**config.mk**
```make
export PLATFORM = sky130hd
export DESIGN_NAME = rr_mux_arbiter
export DESIGN_NICKNAME = d
export VERILOG_FILES = /design/src/rtl/mux_pkg.sv /design/src/rtl/rr_priority_pick.sv /design/src/rtl/rr_mux_arbiter.sv
export SDC_FILE = /design/constraint.sdc
export NUM_CORES = 1
export LEC_CHECK = 0
export ABC_CLOCK_PERIOD_IN_PS = 2750
export BUFFER_PORTS_ARGS = -buffer_cell sky130_fd_sc_hd__buf_2
export CAP_MARGIN = 20
export CORE_ASPECT_RATIO = 0.9
export CORE_MARGIN = 2
export CORE_UTILIZATION = 43
export DETAILED_ROUTE_END_ITERATION = 8
export MAX_ROUTING_LAYER = met4
export PLACE_DENSITY = 0.74
export SYNTH_ARGS = -nofsm -noshare
export SYNTH_HDL_FRONTEND = slang
export SYNTH_HIERARCHICAL = 1
export SYNTH_SLANG_ARGS = --single-unit
export TNS_END_PERCENT = 1
```
**constraint.sdc**
```tcl
create_clock -name clk -period 2.75 [get_ports clk]
set_input_delay 0.4125 -clock clk [delete_from_list [all_inputs] [get_ports clk]]
set_output_delay 0.4125 -clock clk [all_outputs]
set_load 0.01 [all_outputs]
```
**src/rtl/mux_pkg.sv**
```systemverilog
// Shared constants and helpers for the round-robin registered multiplexer.
package mux_pkg;

  localparam logic MODE_MANUAL      = 1'b0;
  localparam logic MODE_ROUND_ROBIN = 1'b1;

  // Width of a channel index; never below one bit.
  function automatic int sel_width(input int n);
    return (n <= 2) ? 1 : $clog2(n);
  endfunction

  function automatic int next_idx(input int idx, input int n);
    return (idx + 1 >= n) ? 0 : idx + 1;
  endfunction

endpackage

```
**src/rtl/rr_priority_pick.sv**
```systemverilog
// Rotating priority picker: first set request at or after start_i, wrapping.
module rr_priority_pick
  import mux_pkg::*;
#(
  parameter int CHANNELS = 4,
  parameter int SEL_W    = sel_width(CHANNELS)
) (
  input  logic [CHANNELS-1:0] req_i,
  input  logic [SEL_W-1:0]    start_i,
  output logic [CHANNELS-1:0] grant_o,
  output logic [SEL_W-1:0]    idx_o,
  output logic                any_o
);

  logic [2*CHANNELS-1:0] reqDbl;
  logic [CHANNELS-1:0]   rotReq;
  logic [SEL_W-1:0]      offset;
  logic [SEL_W:0]        idxSum;
  logic                  found;

  // Doubling the vector lets a plain shift act as a rotate toward bit 0.
  always_comb begin
    reqDbl = {req_i, req_i} >> start_i;
    rotReq = reqDbl[CHANNELS-1:0];
    offset = '0;
    found  = 1'b0;
    for (int i = 0; i < CHANNELS; i++) begin
      if (!found && rotReq[i]) begin
        found  = 1'b1;
        offset = SEL_W'(i);
      end
    end
    idxSum = {1'b0, start_i} + {1'b0, offset};
    if (idxSum >= (SEL_W+1)'(CHANNELS)) begin
      idxSum = idxSum - (SEL_W+1)'(CHANNELS);
    end
    idx_o   = idxSum[SEL_W-1:0];
    any_o   = found;
    grant_o = '0;
    if (found) begin
      grant_o[idx_o] = 1'b1;
    end
  end

endmodule

```
**src/rtl/rr_mux_arbiter.sv**
```systemverilog
// N-channel registered multiplexer with manual or round-robin selection and
// valid/ready handshaking on every input and on the output.
module rr_mux_arbiter
  import mux_pkg::*;
#(
  parameter int WIDTH    = 4,
  parameter int CHANNELS = 4,
  parameter int SEL_W    = sel_width(CHANNELS)
) (
  input  logic                        clk,
  input  logic                        reset,
  input  logic                        mode,
  input  logic [SEL_W-1:0]            sel,
  input  logic [CHANNELS-1:0]         in_valid,
  input  logic [CHANNELS*WIDTH-1:0]   in_data,
  output logic [CHANNELS-1:0]         in_ready,
  output logic                        out_valid,
  output logic [WIDTH-1:0]            out_data,
  output logic [SEL_W-1:0]            out_chan,
  input  logic                        out_ready
);

  logic                outValid_q, outValid_d;
  logic [WIDTH-1:0]    outData_q, outData_d;
  logic [SEL_W-1:0]    outChan_q, outChan_d;
  logic [SEL_W-1:0]    ptr_q, ptr_d;

  logic [SEL_W-1:0]    rrStart;
  logic [CHANNELS-1:0] rrGrant;
  logic [SEL_W-1:0]    rrIdx;
  logic                rrAny;

  logic [CHANNELS-1:0] manGrant;
  logic [CHANNELS-1:0] grant;
  logic [SEL_W-1:0]    winIdx;
  logic [WIDTH-1:0]    winData;
  logic                anyGrant;
  logic                loadEn;
  logic                inXfer;

  assign rrStart = SEL_W'(next_idx(int'(ptr_q), CHANNELS));

  rr_priority_pick #(
    .CHANNELS (CHANNELS),
    .SEL_W    (SEL_W)
  ) u_pick (
    .req_i   (in_valid),
    .start_i (rrStart),
    .grant_o (rrGrant),
    .idx_o   (rrIdx),
    .any_o   (rrAny)
  );

  // Out-of-range selects simply match no channel, so no grant is issued.
  always_comb begin
    manGrant = '0;
    for (int i = 0; i < CHANNELS; i++) begin
      if (sel == SEL_W'(i) && in_valid[i]) begin
        manGrant[i] = 1'b1;
      end
    end
  end

  always_comb begin
    grant   = (mode == MODE_ROUND_ROBIN) ? rrGrant : manGrant;
    winIdx  = (mode == MODE_ROUND_ROBIN) ? rrIdx : sel;
    winData = '0;
    for (int i = 0; i < CHANNELS; i++) begin
      if (grant[i]) begin
        winData = in_data[i*WIDTH +: WIDTH];
      end
    end
  end

  assign anyGrant = |grant;
  assign loadEn   = !outValid_q || out_ready;
  assign inXfer   = anyGrant && loadEn && !reset;
  assign in_ready = (reset || !loadEn) ? '0 : grant;

  // Next-state: load on transfer, drain when empty-handed, hold under backpressure.
  always_comb begin
    outValid_d = outValid_q;
    outData_d  = outData_q;
    outChan_d  = outChan_q;
    ptr_d      = ptr_q;
    if (loadEn) begin
      if (anyGrant) begin
        outValid_d = 1'b1;
        outData_d  = winData;
        outChan_d  = winIdx;
      end else begin
        outValid_d = 1'b0;
      end
    end
    if (inXfer && mode == MODE_ROUND_ROBIN) begin
      ptr_d = rrIdx;
    end
  end

  // Pointer resets to the last channel so channel 0 wins the first search.
  always_ff @(posedge clk) begin
    if (reset) begin
      outValid_q <= 1'b0;
      outData_q  <= '0;
      outChan_q  <= '0;
      ptr_q      <= SEL_W'(CHANNELS - 1);
    end else begin
      outValid_q <= outValid_d;
      outData_q  <= outData_d;
      outChan_q  <= outChan_d;
      ptr_q      <= ptr_d;
    end
  end

  assign out_valid = outValid_q;
  assign out_data  = outData_q;
  assign out_chan  = outChan_q;

endmodule
```
After elaboration in Yosys (flattened, before gate mapping)
Index checks and enable logic that the tools add are counted.
{ "totals": {"output_inout_bits": 11, "ff_bits": 9, "elab_cells": 61} }
{ "classes": {"order_cmp": 4, "shift": 1, "mux": 24, "add_sub_neg": 3, "reduce_logical": 22, "eq_ne": 3} }
{ "ops": {"columns": ["op", "count"], "rows": [
  ["4-bit 2-to-1 mux", 7],
  ["1-bit logical AND", 11],
  ["1-bit 2-to-1 mux", 11],
  ["2-bit 2-to-1 mux", 5],
  ["8-bit by 2-bit >> shifter with 4-bit output", 1],
  ["3-bit greater-or-equal comparator (second input constant)", 2],
  ["1-bit zero test", 6],
  ["2-bit equality test (second input constant)", 2],
  ["4-bit OR reduction", 1],
  ["2-bit by 1-bit adder with 3-bit output (second input constant)", 1],
  ["2-bit by 2-bit adder with 3-bit output", 1],
  ["2-bit by 3-bit < comparator with 1-bit output (second input constant)", 1],
  ["1-bit demux with 2-bit select", 1],
  ["2-bit by 1-bit equality test with 1-bit output (second input constant)", 1],
  ["2-bit by 1-bit greater-or-equal comparator with 1-bit output (second input constant)", 1],
  ["2-bit zero test", 1],
  ["1-bit logical OR", 2],
  ["2-bit AND reduction", 1],
  ["2-bit by 1-bit subtractor with 2-bit output (second input constant)", 1]
]} }

Longest topological paths before layout
Gate-level depths: netlist of the first run.
{ "logic_depth": {"ltp_word": 27, "depth_mapped": 16} }

By module
The synthesis of the first run kept the hierarchy.
{ "modules_own_cells": {"columns": ["module", "instances", "cells_each", "seq_area_each_um2", "area_each_um2"], "rows": [
  ["rr_mux_arbiter", 1, 75, 180.2, 624.3],
  ["rr_priority_pick", 1, 40, 0.0, 277.8]
]} }

Least setup slack after synthesis of the first run
No wires, ideal clock.
{ "synth_path": {"kind": "reg-to-reg", "start": "register ptr_q[0]", "end": "register ptr_q[0]", "setup_slack_ps": -14, "setup_time_ps": 120, "stages_incl_launch_ff": 15, "t_arrival_ps": 2644, "required_time_ps": 2630, "synth_period_minus_slack_ps": 2764, "cell_sequence": "dfxtp_1 -> ha_1 -> nor2_1 -> buf_6 -> nor3_1 -> a31oi_1 -> o211ai_1 -> ha_1 -> xnor2_1 -> nand2_1 -> mux2i_1 -> a32oi_4 -> a41oi_2 -> nand2_1 -> a211o_1"} }
{ "synth_via": {"elab_chain_len": 27, "elab_cells_between_ends": 32, "classes_between": "add/sub (3); order compare (4); shift (1); mux (13); reduce/logical (11)"} }
{ "synth_rtl": {"columns": ["element", "line", "source"], "rows": [
  ["start, declared", "rr_mux_arbiter.sv:26", "logic [SEL_W-1:0] ptr_q, ptr_d;"],
  ["start signal, assigned", "rr_mux_arbiter.sv:106", "ptr_q <= SEL_W'(CHANNELS - 1);"],
  ["start signal, assigned", "rr_mux_arbiter.sv:111", "ptr_q <= ptr_d;"],
  ["2-bit by 1-bit adder with 3-bit output (*)", "mux_pkg.sv:13", "return (idx + 1 >= n) ? 0 : idx + 1;"],
  ["3-bit greater-or-equal comparator", "mux_pkg.sv:13", null],
  ["2-bit 2-to-1 mux (*)", "mux_pkg.sv:13", null],
  ["net rrStart[0]", "rr_mux_arbiter.sv:28", "logic [SEL_W-1:0] rrStart;"],
  ["8-bit by 2-bit >> shifter with 4-bit output", "rr_priority_pick.sv:23", "reqDbl = {req_i, req_i} >> start_i;"],
  ["1-bit 2-to-1 mux", "rr_priority_pick.sv:28", "if (!found && rotReq[i]) begin"],
  ["1-bit zero test", "rr_priority_pick.sv:28", null],
  ["1-bit logical AND", "rr_priority_pick.sv:28", null],
  ["[... 12 more ...]", null, null],
  ["1-bit 2-to-1 mux (implied by the code)", "rr_priority_pick.sv:41", "grant_o[idx_o] = 1'b1;"],
  ["1-bit demux with 2-bit select", null, null],
  ["4-bit 2-to-1 mux (*)", "rr_priority_pick.sv:40", "if (found) begin"],
  ["net rrGrant[3]", "rr_mux_arbiter.sv:29", "logic [CHANNELS-1:0] rrGrant;"],
  ["4-bit 2-to-1 mux (*)", "rr_mux_arbiter.sv:65", "grant = (mode == MODE_ROUND_ROBIN) ? rrGrant : manGrant;"],
  ["4-bit OR reduction (*)", "rr_mux_arbiter.sv:75", "assign anyGrant = |grant;"],
  ["1-bit logical AND (*) (2 in a row)", "rr_mux_arbiter.sv:77", "assign inXfer = anyGrant && loadEn && !reset;"],
  ["1-bit logical AND (*)", "rr_mux_arbiter.sv:95", "if (inXfer && mode == MODE_ROUND_ROBIN) begin"]
]} }
The timed path passes the listed nets; every way through them passes the cells marked *.
A chain may end at the register's enable or synchronous reset.

Worst setup path after layout of the first run
{ "layout_path": {"start": "register ptr_q[0]", "end": "register outData_q[3] (netlist: out_data[3])"} }
{ "layout_via": {"elab_chain_len": 27, "elab_cells_between_ends": 34, "classes_between": "add/sub (3); order compare (4); shift (1); mux (17); reduce/logical (9)"} }
{ "layout_rtl": {"columns": ["element", "line", "source"], "rows": [
  ["2-bit by 1-bit adder with 3-bit output (*)", "mux_pkg.sv:13", null],
  ["3-bit greater-or-equal comparator", "mux_pkg.sv:13", null],
  ["2-bit 2-to-1 mux (*)", "mux_pkg.sv:13", null],
  ["net rrStart[0]", "rr_mux_arbiter.sv:28", null],
  ["8-bit by 2-bit >> shifter with 4-bit output", "rr_priority_pick.sv:23", null],
  ["1-bit 2-to-1 mux", "rr_priority_pick.sv:28", null],
  ["1-bit zero test", "rr_priority_pick.sv:28", null],
  ["1-bit logical AND", "rr_priority_pick.sv:28", null],
  ["[... 10 more ...]", null, null],
  ["2-bit by 3-bit < comparator with 1-bit output (implied by the code) or 2-bit by 1-bit greater-or-equal comparator with 1-bit output (tied branches)", "rr_priority_pick.sv:41", null],
  ["1-bit logical AND (implied by the code)", "rr_priority_pick.sv:41", null],
  ["1-bit 2-to-1 mux (implied by the code)", "rr_priority_pick.sv:41", null],
  ["1-bit demux with 2-bit select", null, null],
  ["4-bit 2-to-1 mux (*)", "rr_priority_pick.sv:40", null],
  ["net rrGrant[0]", "rr_mux_arbiter.sv:29", null],
  ["4-bit 2-to-1 mux (*)", "rr_mux_arbiter.sv:65", null],
  ["4-bit 2-to-1 mux (4 in a row)", "rr_mux_arbiter.sv:69", "if (grant[i]) begin"],
  ["end signal, assigned", "rr_mux_arbiter.sv:109", "outData_q <= outData_d;"],
  ["end, declared", "rr_mux_arbiter.sv:24", "logic [WIDTH-1:0] outData_q, outData_d;"]
]} }
Marks and branches as above.

==> metrics, run 1 <==
Setup violations, final=13; Slew Viols, Final=0; Max Cap Viol=0; PwrDens=around 1400 nW/um2; Worst Setup Start Kind=flop; DRT iter0 DRCs=between 40 and 50; Starting Density=between 40% and 50%; GRT overflow=0; final core utilization=about 76%; # placed instances=between 150 and 200; global-route usage over all layers=29.0%; vias per cell=5.87; vias in the first global route=approximately 1100; GPL Wtd Cong=roughly 0.93; fin crit share=113%; Reg clk slew, reported paths=about 0.07 ns; Clock Tree Buf Depth=2; P&R area growth vs syn=64.2%; status=finished with violations; CTS tree=done; failing checks=negative setup slack; Netlist Area Pre-Place=898 um2; Detail Route Antenna Nets=0; # port buffers=36; drt drc=0; Peak VDD IR=approximately 0.86 mV; fin cells=between 200 and 250; Core ar.=a little under 2000 um2; clock root cell=clkbuf_4; final hold slack=about 0.43 ns; Vias=between 1000 and 1500; CTS sink cnt=9; routed wire length=3360 um; RSZ-0062 raised after global routing=yes; Clock Latency Late Sink=approximately 0.27 ns; Layout Skew=0.0115 ns; post-DR wirelength/cell=approximately 16 um; htree depth=1; Setup crit end kind=flop; Cells after Synth=roughly 110; Fillers=roughly 130; Die H=47.4 um; leakage=between 0.6 and 0.7 nW; Worst-Margin Slew=roughly 0.77 ns; Final Hold Vio Count=0; M1 GR Usage=about a third; antenna violations before repair=0; post-layout minimum cycle time=3.10 ns; HP Start=in_data[14]; RR Startpoint=ptr_q[0]$_SDFFE_PP1P_; Syn. warnings=6; Setup WS pre-CTS=-0.207 ns; Rows=15; layout cells sized above 1=54.7%; critical path class=reg2reg; DRT Pass-1 Iters=4; final net count=210; pin count of the biggest net entering global routing=14; dpl hpwl=just over 2000 um; CTS Buf Count=3; IO Count=37; die width=52.2 um; global-route layer with the greatest usage=met2; Fmax=about 0.32 GHz; DIE AREA=around 2500 um2; syn nets=142; Slew Limit Headroom=roughly half; met2 usage=approximately 50%; HP Class=in2reg; ant diodes=0; Critical Path Fanout Max=7; first-pass GRT wire length=between 5000 and 6000 um; average size of a mapped cell=roughly 7.9 um2; CP required=just under 3 ns; met3 usage=~7.3%; critical path arrival=between 3 and 4 ns; setup ws final=-0.351 ns; Critical Path Start=ptr_q[0]$_SDFFE_PP1P_
-- critical path, cell delays in order, from the launching register on --
cell      delay, ns
dfxtp_2        0.33
buf_4          0.14
nor2_4         0.18
nand2_1        0.08
o22ai_1        0.15
nand2_1        0.06
o211ai_1       0.11
ha_2           0.28
xor2_2         0.19
nand2_1        0.10
mux2i_1        0.21
buf_4          0.15
buf_4          0.09
a22o_1         0.20
and3_1         0.19
o221ai_1       0.18
a311oi_1       0.34
-- power by group --
part           leakage [nW]  total (W)  switching (W)  internal (W)
clock                0.0150   0.000107      0.0000513     0.0000560
sequential           0.0740   0.000226      0.0000361      0.000190
combinational         0.599    0.00170       0.000820      0.000880
-- cells in the final DEF (no fill, tap or decap), types with 2 or more instances in the layout --
cell	count
a211o_1	3
a211oi_1	2
a21oi_1	2
a311oi_1	3
a32oi_2	2
and3_1	6
buf_2	36
buf_4	31
buf_6	4
clkbuf_4	3
dfxtp_1	7
dfxtp_2	2
inv_1	6
mux2i_1	4
nand2_1	8
nand2_2	3
nand2b_1	6
nor2_1	13
nor2_2	2
nor2b_1	2
o21ai_0	3
o221ai_1	4
o22a_1	2
-- layer usage --
layer  routed length (um)  vias up
li1                     -      557
met3                  297       16
met5                    0        -
met2                 1660       76
met4                  124        0
met1                 1280      560
-- layout make-up --
type                       instances  area [um2]  share of cell area, %
inverter                           6        22.5                   1.53
tap                               25        31.3                   2.12
clock buffer                       4        26.3                   1.78
timing repair buffer              71         458                   31.0
multi-input combinational         91         754                   51.1
sequential                         9         183                   12.4
-- registers in the layout (all words and copies together), names as in the netlist --
signal     cells
out_data       4
out_chan       2
out_valid      1
ptr_q          2
-- what timing repair did --
item                       CTS  global route
hold buffers                 0             0
gates resized for setup     22             7
setup endpoints to repair   12            13
setup buffers               14             0
pin swaps                   17             2
-- final timing paths --
check / to / slack, ns / cells past startpoint
setup / recovery: out_data[3]$_SDFFE_PP0P_ / -0.35 / 16
hold / removal: out_data[2]$_SDFFE_PP0P_ / 0.43 / 3
setup reg to reg: out_data[3]$_SDFFE_PP0P_ / -0.35 / 16
hold reg to reg: ptr_q[1]$_SDFFE_PP1P_ / 0.49 / 1
-- per-stage QoR --
step	cell area (um2)	total power, W	TNS, ns
after global placement	1220	0.00134	-0.0519
after global routing	1480	0.00214	-4.35
final	1480	0.00203	-2.88
after CTS	1440	0.00184	-1.92
after detailed placement	1220	0.00138	-1.40
after floorplan	902	0.000992	0
(Power assumes the default switching activity.)
==> run 2: changes to the inputs <==
--- a/config.mk
+++ b/config.mk
@@ -8,9 +8,11 @@
 export ABC_CLOCK_PERIOD_IN_PS = 2750
 export BUFFER_PORTS_ARGS = -buffer_cell sky130_fd_sc_hd__buf_2
 export CAP_MARGIN = 20
+export CELL_PAD_IN_SITES_DETAIL_PLACEMENT = 0
+export CELL_PAD_IN_SITES_GLOBAL_PLACEMENT = 1
 export CORE_ASPECT_RATIO = 0.9
 export CORE_MARGIN = 2
-export CORE_UTILIZATION = 43
+export CORE_UTILIZATION = 30
 export DETAILED_ROUTE_END_ITERATION = 8
 export MAX_ROUTING_LAYER = met4
 export PLACE_DENSITY = 0.74
==> run 2 against run 1 <==
The run still ends with negative setup slack left. Via count fell by 12%. Die area rose by 40%. Sequential cell count did not move. Cell count rose by 4.4%. Clock power fell by 4%. Power fell by 13%. Largest power group unchanged.
==> metrics, run 2 (synthesized netlist as in run 1, its figures left out) <==
post-layout minimum cycle time=2.97 ns (-0.136 ns); Tot Pwr=0.00176 W (-13%); max FFs per register=4 (unchanged); CP required=2.34 ns (-0.58 ns); Starting Density=32.2% (-14 points); Slew Limit Headroom=48.7% (+0.26 points); status=finished with violations; GPL Wtd Cong=0.890 (-4.4%); Setup crit end kind=output pin; Clock Latency Late Sink=0.25 ns (-0.02 ns); # hold bufs at CTS=0 (unchanged); worst-case reg-to-reg path depth=16 (unchanged); Worst Setup Start Kind=flop; DP Area=1230 um2 (+0.92%); worst path bufs/invs=2 (-1); Int Power=0.000998 W (-11%); Fmax=0.337 GHz (+4.6%); Critical Path Start=ptr_q[1]$_SDFFE_PP1P_; CTS Buf Count=3 (unchanged); Detail Route Antenna Nets=0 (unchanged); Die H=55.9 um (+18%); worst r2r dst=out_data[3]$_SDFFE_PP0P_; Setup violations, final=12 (-1); Max Cap Viol=0 (unchanged); Top delay family on crit path=simple AND/OR/NAND/NOR gates; final net count=204 (-2.9%); RR Startpoint=ptr_q[1]$_SDFFE_PP1P_; # placed instances=203 (+7.4%); critical path arrival=2.55 ns (-0.72 ns); Combinational Power Share=81.4% (-2.2 points); slowest cell delay on critical path=0.34 ns (about the same); antenna violations before repair=0 (unchanged); Vias=1064 (-12%); clock root cell=clkbuf_4; Final Hold Vio Count=0 (unchanged); Setup WS pre-CTS=-0.384 ns (-0.177 ns); vias per cell=4.95 (-16%); CTS tree=done; Slew Viols, Final=0 (unchanged); layout cells sized above 1=50.3% (-4.4 points); die width=61.7 um (+18%); # port buffers=36 (unchanged); CTS sink cnt=9 (unchanged); leakage=0.642 nW (-6.7%); commonest non-fill, non-tap cell in the layout=buf_2; crit path capture=in_ready[1]; clock share of power=5.8% (+0.5 points); Sw Ratio=43.3% (-1.3 points); vias in the first global route=984 (-12%); fin cells=215 (+4.4%); first-pass GRT wire length=4370 um (-13%); sequential cell fraction of total power=12.8% (+1.7 points); Top cell by count, worst path=nand2_1; DRT iter0 DRCs=12 (-74%); RSZ-0062 raised after global routing=yes; DIE AREA=3450 um2 (+40%); Layout Skew=0.00126 ns (-0.0102 ns); Clock Tree Buf Depth=2 (unchanged); failing checks=negative setup slack; post-DR wirelength/cell=12.4 um (-24%); P&R area growth vs syn=56.3%; GRT overflow=0 (unchanged); Fillers=287 (+120%); Worst path slowest cell=dfxtp_2; global-route usage over all layers=16.4% (-13 points); routed wire length=2660 um (-21%); Worst-Margin Slew=0.763 ns (-0.00391 ns); PwrDens=1250 nW/um2 (-9.1%); Rows=18 (+3); CP Depth=14 (-2); drt drc=0 (unchanged); dpl hpwl=1990 um (-1.6%); htree depth=1 (unchanged); crit-path cells=ha_4 -> nor2_4 -> nand2_1 -> o22ai_1 -> nand2_1 -> o211ai_1 -> ha_2 -> nor2b_4 -> nand2_2 -> mux2i_1 -> a32oi_1 -> buf_4 -> nor2_1 -> buf_2; IO Count=37 (unchanged); HP Class=in2reg; commonest non-fill, non-tap cells in the layout=36 x buf_2, 27 x buf_4, 13 x nor2_1; Critical Path Fanout Max=7 (unchanged); reg2reg setup slack=-0.18 ns (+0.17 ns); DRT Pass-1 Iters=4 (unchanged); setup ws final=-0.215 ns (+0.136 ns); Peak VDD IR=0.607 mV (-30%); ant diodes=0 (unchanged); fin crit share=108% (-4.9 points); pin count of the biggest net entering global routing=14 (unchanged); critical path class=reg2out; Core ar.=2790 um2 (+43%); Switch Pwr=0.000763 W (-16%); Finished Cell Area=1400 um2 (-4.8%); Reg clk slew, reported paths=0.06 ns (about the same)
[run 2: cell count changes in the layout (fill, tap and decap cells not counted), moves of 2 or more]
cell     delta
a32oi_2     -2
buf_6       -2
a32oi_1     +2
buf_4       -4
[run 2: how the worst min path moves through the flow]
| stage | from | to | slack, ns | cells past startpoint |
|---|---|---|---|---|
| 2_1_floorplan | ptr_q[1]$_SDFFE_PP1P_ | ptr_q[1]$_SDFFE_PP1P_ | 0.44 | 1 |
| 3_3_place_gp | ptr_q[1]$_SDFFE_PP1P_ | ptr_q[1]$_SDFFE_PP1P_ | 0.46 | 1 |
| 3_5_place_dp | ptr_q[1]$_SDFFE_PP1P_ | ptr_q[1]$_SDFFE_PP1P_ | 0.46 | 1 |
| 6_report | in_data[12] | out_data[0]$_SDFFE_PP0P_ | 0.42 | 3 |
| 5_1_grt | in_data[12] | out_data[0]$_SDFFE_PP0P_ | 0.42 | 3 |
| 4_1_cts | in_data[12] | out_data[0]$_SDFFE_PP0P_ | 0.42 | 3 |
[run 2: power by group through the flow]
stage          Clock, W  Sequential, W  Combinational [W]
6_report       0.000103       0.000225            0.00143
3_5_place_dp          0       0.000218            0.00114
3_3_place_gp          0       0.000216            0.00112
2_1_floorplan         0       0.000232           0.000759
4_1_cts        0.000105       0.000226            0.00137
5_1_grt        0.000114       0.000231            0.00156
[run 2: cell type report]
cell class,instances,area (um2),share of cell area [%]
clock buffers,4,26.3,1.87
flip-flops and latches,9,183,13.0
well taps,40,50.0,3.57
repair buffers,65,405,28.9
multi-input cells,91,717,51.1
inverters,6,22.5,1.60
[run 2: repair_timing]
action | CTS | global route
gates resized for setup | 17 | 3
endpoints found under the setup margin | 13 | 13
hold endpoints to repair | 0 | 0
pin swaps | 11 | 5
setup buffers | 6 | 2
[run 2: per-stage QoR]
stage               setup TNS (ns)  hold slack (ns)  utilization (%)
floorplan                        0            0.440                -
global placement             -2.91            0.465             44.2
detailed placement           -3.95            0.465             44.2
CTS                          -1.27            0.415             49.4
global route                 -3.78            0.419             50.3
finish                       -1.65            0.417             50.3
[run 2: worst register-to-register path, cell delays in order (launching register included)]
cell and delay [ns]:
dfxtp_2 0.34, ha_4 0.16, nor2_4 0.15, nand2_1 0.07, o22ai_1 0.15, nand2_1 0.07, o211ai_1 0.10, ha_2 0.33
nor2b_4 0.14, nand2_2 0.13, mux2i_1 0.08, a32oi_1 0.24, buf_4 0.17, buf_4 0.14, and3_1 0.15, o221ai_1 0.15
a311oi_1 0.28
[run 2: per-layer routing]
metal	track usage, %	up-vias	wire length, um
met2	25.7	19	1270
met3	1.63	2	94
li1	-	550	-
met4	2.74	0	17
met5	-	-	0
met1	23.1	493	1280
==> run 3: changes to the inputs <==
--- a/config.mk
+++ b/config.mk
@@ -5,6 +5,7 @@
 export SDC_FILE = /design/constraint.sdc
 export NUM_CORES = 1
 export LEC_CHECK = 0
+export ABC_AREA = 1
 export ABC_CLOCK_PERIOD_IN_PS = 2750
 export BUFFER_PORTS_ARGS = -buffer_cell sky130_fd_sc_hd__buf_2
 export CAP_MARGIN = 20
@@ -12,10 +13,10 @@
 export CELL_PAD_IN_SITES_GLOBAL_PLACEMENT = 1
 export CORE_ASPECT_RATIO = 0.9
 export CORE_MARGIN = 2
-export CORE_UTILIZATION = 30
+export CORE_UTILIZATION = 29
 export DETAILED_ROUTE_END_ITERATION = 8
 export MAX_ROUTING_LAYER = met4
-export PLACE_DENSITY = 0.74
+export PLACE_DENSITY = 0.75
 export SYNTH_ARGS = -nofsm -noshare
 export SYNTH_HDL_FRONTEND = slang
 export SYNTH_HIERARCHICAL = 1
==> run 3 against run 2 <==
Critical path depth up 5. Register-to-register slack better by 0.21 ns. Critical path type unchanged. Highest routed layer unchanged. Global-route usage is 3.0 points lower. Largest power group unchanged. The run still ends with negative setup slack left. Via count rose by 5.7%.
==> metrics, run 3 <==
register area share after synthesis=a little under a fifth; routed wire length=2470 um (-7.2%); clock root cell=clkbuf_8; htree depth=1 (unchanged); PwrDens=1480 nW/um2 (+18%); Slew Limit Headroom=82.7% (+34 points); global-route usage over all layers=13.4% (-3.0 points); Rows=19 (+1); CTS tree=done; Yosys top cell area share=between 20% and 30%; crit-path cells=ha_4 -> nor2_4 -> inv_2 -> nand2_2 -> nand3_2 -> nand2_2 -> nand3_2 -> a21boi_2 -> ha_2 -> xnor2_2 -> inv_1 -> nand2_2 -> nand2_2 -> nor2_2 -> inv_1 -> nand2_2 -> nand2_2 -> nor3_2 -> buf_2; max FFs per register=4 (unchanged); commonest non-fill, non-tap cells in the layout=50 x nand2_1, 36 x buf_2, 17 x inv_1; Clock Latency Late Sink=0.22 ns (-0.03 ns); syn nets=192 (+35%); Final Hold Vio Count=0 (unchanged); Setup WS pre-CTS=-0.0729 ns (+0.311 ns); critical path arrival=2.46 ns (-0.09 ns); DP Area=1260 um2 (+2.4%); ant diodes=0 (unchanged); Clock Tree Buf Depth=2 (unchanged); Fmax=0.348 GHz (+3.2%); post-DR wirelength/cell=9.66 um (-22%); Finished Cell Area=1420 um2 (+0.89%); ys flop type=dfxtp_1; GRT overflow=0 (unchanged); CP required=2.34 ns (about the same); Max Cap Viol=0 (unchanged); HP Class=reg2reg; final net count=243 (+19%); Setup violations, final=4 (-8); DRT Pass-1 Iters=4 (unchanged); # hold bufs at CTS=0 (unchanged); setup ws final=-0.123 ns (+0.0923 ns); # port buffers=36 (unchanged); failing checks=negative setup slack; Top cell by count, worst path=nand2_2; DRT iter0 DRCs=24 (+12); GPL Wtd Cong=0.794 (-11%); post-layout minimum cycle time=2.87 ns (-0.0923 ns); drt drc=0 (unchanged); Fillers=353 (+23%); antenna violations before repair=0 (unchanged); commonest non-fill, non-tap cell in the layout=nand2_1; post-synthesis register bit count=9; dominant cells by area after synthesis=nand2_1 21%, dfxtp_1 18%, inv_1 7.3%; Core ar.=3140 um2 (+12%); Netlist Area Pre-Place=977 um2 (+8.8%); leakage=0.747 nW (+16%); Cells after Synth=164 (+44%); Critical Path Fanout Max=6 (-1); first-pass GRT wire length=4020 um (-8.2%); Peak VDD IR=0.567 mV (-6.6%); Die H=59.1 um (+5.6%); dpl hpwl=2000 um (+0.55%); critical path class=reg2out; fin crit share=104% (-3.4 points); Reg clk slew, reported paths=0.04 ns (-0.02 ns); RSZ-0062 raised after global routing=yes; fin cells=256 (+19%); CTS sink cnt=9 (unchanged); Worst Setup Start Kind=flop; Layout Skew=0.00248 ns (+0.00122 ns); CTS Buf Count=3 (unchanged); Worst Hold Path Cells=2 (-1); worst-case reg-to-reg path depth=22 (+6); Setup crit end kind=output pin; # placed instances=250 (+23%); P&R area growth vs syn=44.9%; ys async rst share=0%; worst path bufs/invs=4 (+2); vias per cell=4.39 (-11%); Syn. warnings=6 (unchanged); Top delay family on crit path=simple AND/OR/NAND/NOR gates; CP Depth=19 (+5); vias in the first global route=1000 (+1.6%); Vias=1125 (+5.7%); Worst-Margin Slew=0.259 ns (-0.504 ns); slowest cell delay on critical path=0.35 ns (about the same); Slew Viols, Final=0 (unchanged); Worst path slowest cell=dfxtp_4; status=finished with violations; DIE AREA=3850 um2 (+12%); IO Count=37 (unchanged); Yosys cell types=25; largest area contributor in the netlist=nand2_1; layout cells sized above 1=48.6% (-1.7 points); pin count of the biggest net entering global routing=12 (-2); Detail Route Antenna Nets=0 (unchanged); average size of a mapped cell=5.96 um2 (-24%); die width=65.2 um (+5.7%); EDFF count, synth=0; list of most frequent post-synthesis cells=55 x nand2_1, 19 x inv_1, 15 x nor2_1; cell with the most instances after synthesis=nand2_1; Starting Density=31.1% (-1.0 points)
run 3: power breakdown:
group | leakage [nW] | switching (W) | total, W | internal (W)
registers | 0.0738 | 0.0000306 | 0.000219 | 0.000189
logic | 0.651 | 0.000982 | 0.00173 | 0.000745
clock network | 0.0228 | 0.0000448 | 0.000145 | 0.000100
run 3: repair_timing:
action,in CTS,in global routing
endpoints found under the setup margin,13,13
pin swaps,8,13
gates resized for setup,15,13
buffers inserted,1,1
run 3: kinds of logic after synthesis:
logic type | count (synthesis) | synth area share, %
DFF | 9 | 18.4
adders and majority gates | 2 | 2.56
xor gates and xnor gates | 1 | 0.896
AOI/OAI and AO/OA | 23 | 14.3
and+or+nand+nor | 103 | 51.7
buffers and inverters | 26 | 12.0
run 3: final timing paths:
path                            start                        to  slack, ns
max             ptr_q[0]$_SDFFE_PP1P_               in_ready[0]      -0.12
min          out_chan[0]$_SDFFE_PP0P_  out_chan[0]$_SDFFE_PP0P_       0.46
max reg2reg     ptr_q[0]$_SDFFE_PP1P_  out_data[2]$_SDFFE_PP0P_       0.03
min reg2reg  out_chan[0]$_SDFFE_PP0P_  out_chan[0]$_SDFFE_PP0P_       0.46
run 3: layer usage:
layer	track usage, %	vias to the layer above	wire length [um]
met5	-	-	0
met4	4.76	0	14
met3	1.52	2	100
met2	20.6	22	1100
met1	18.3	487	1250
li1	-	614	-
run 3: final cells by class:
class                   instances  area, um2  area share (%)
clock buffers                   4       45.0            3.18
repair buffers                 49        289            20.4
flip-flops and latches          9        185            13.1
inverters                      23       87.6            6.18
multi-input cells             129        757            53.4
well taps                      42       52.6            3.71
run 3: tightest hold or removal path, delay by kind of cell (launching register included):
family | cells | cell delay, ns
AND/OR/NAND/NOR | 1 | 0.06
flip-flops | 1 | 0.30
AO/OA/AOI/OAI | 1 | 0.05
run 3: metrics by stage:
step	hold slack, ns	setup TNS (ns)	utilization (%)	total power [W]
after global placement	0.448	-0.285	40.3	0.00170
after detailed placement	0.450	-0.491	40.3	0.00173
after global routing	0.469	-2.85	45.1	0.00231
after CTS	0.456	-0.571	43.7	0.00200
final	0.455	-0.424	45.1	0.00209
after floorplan	0.483	0	-	0.00137
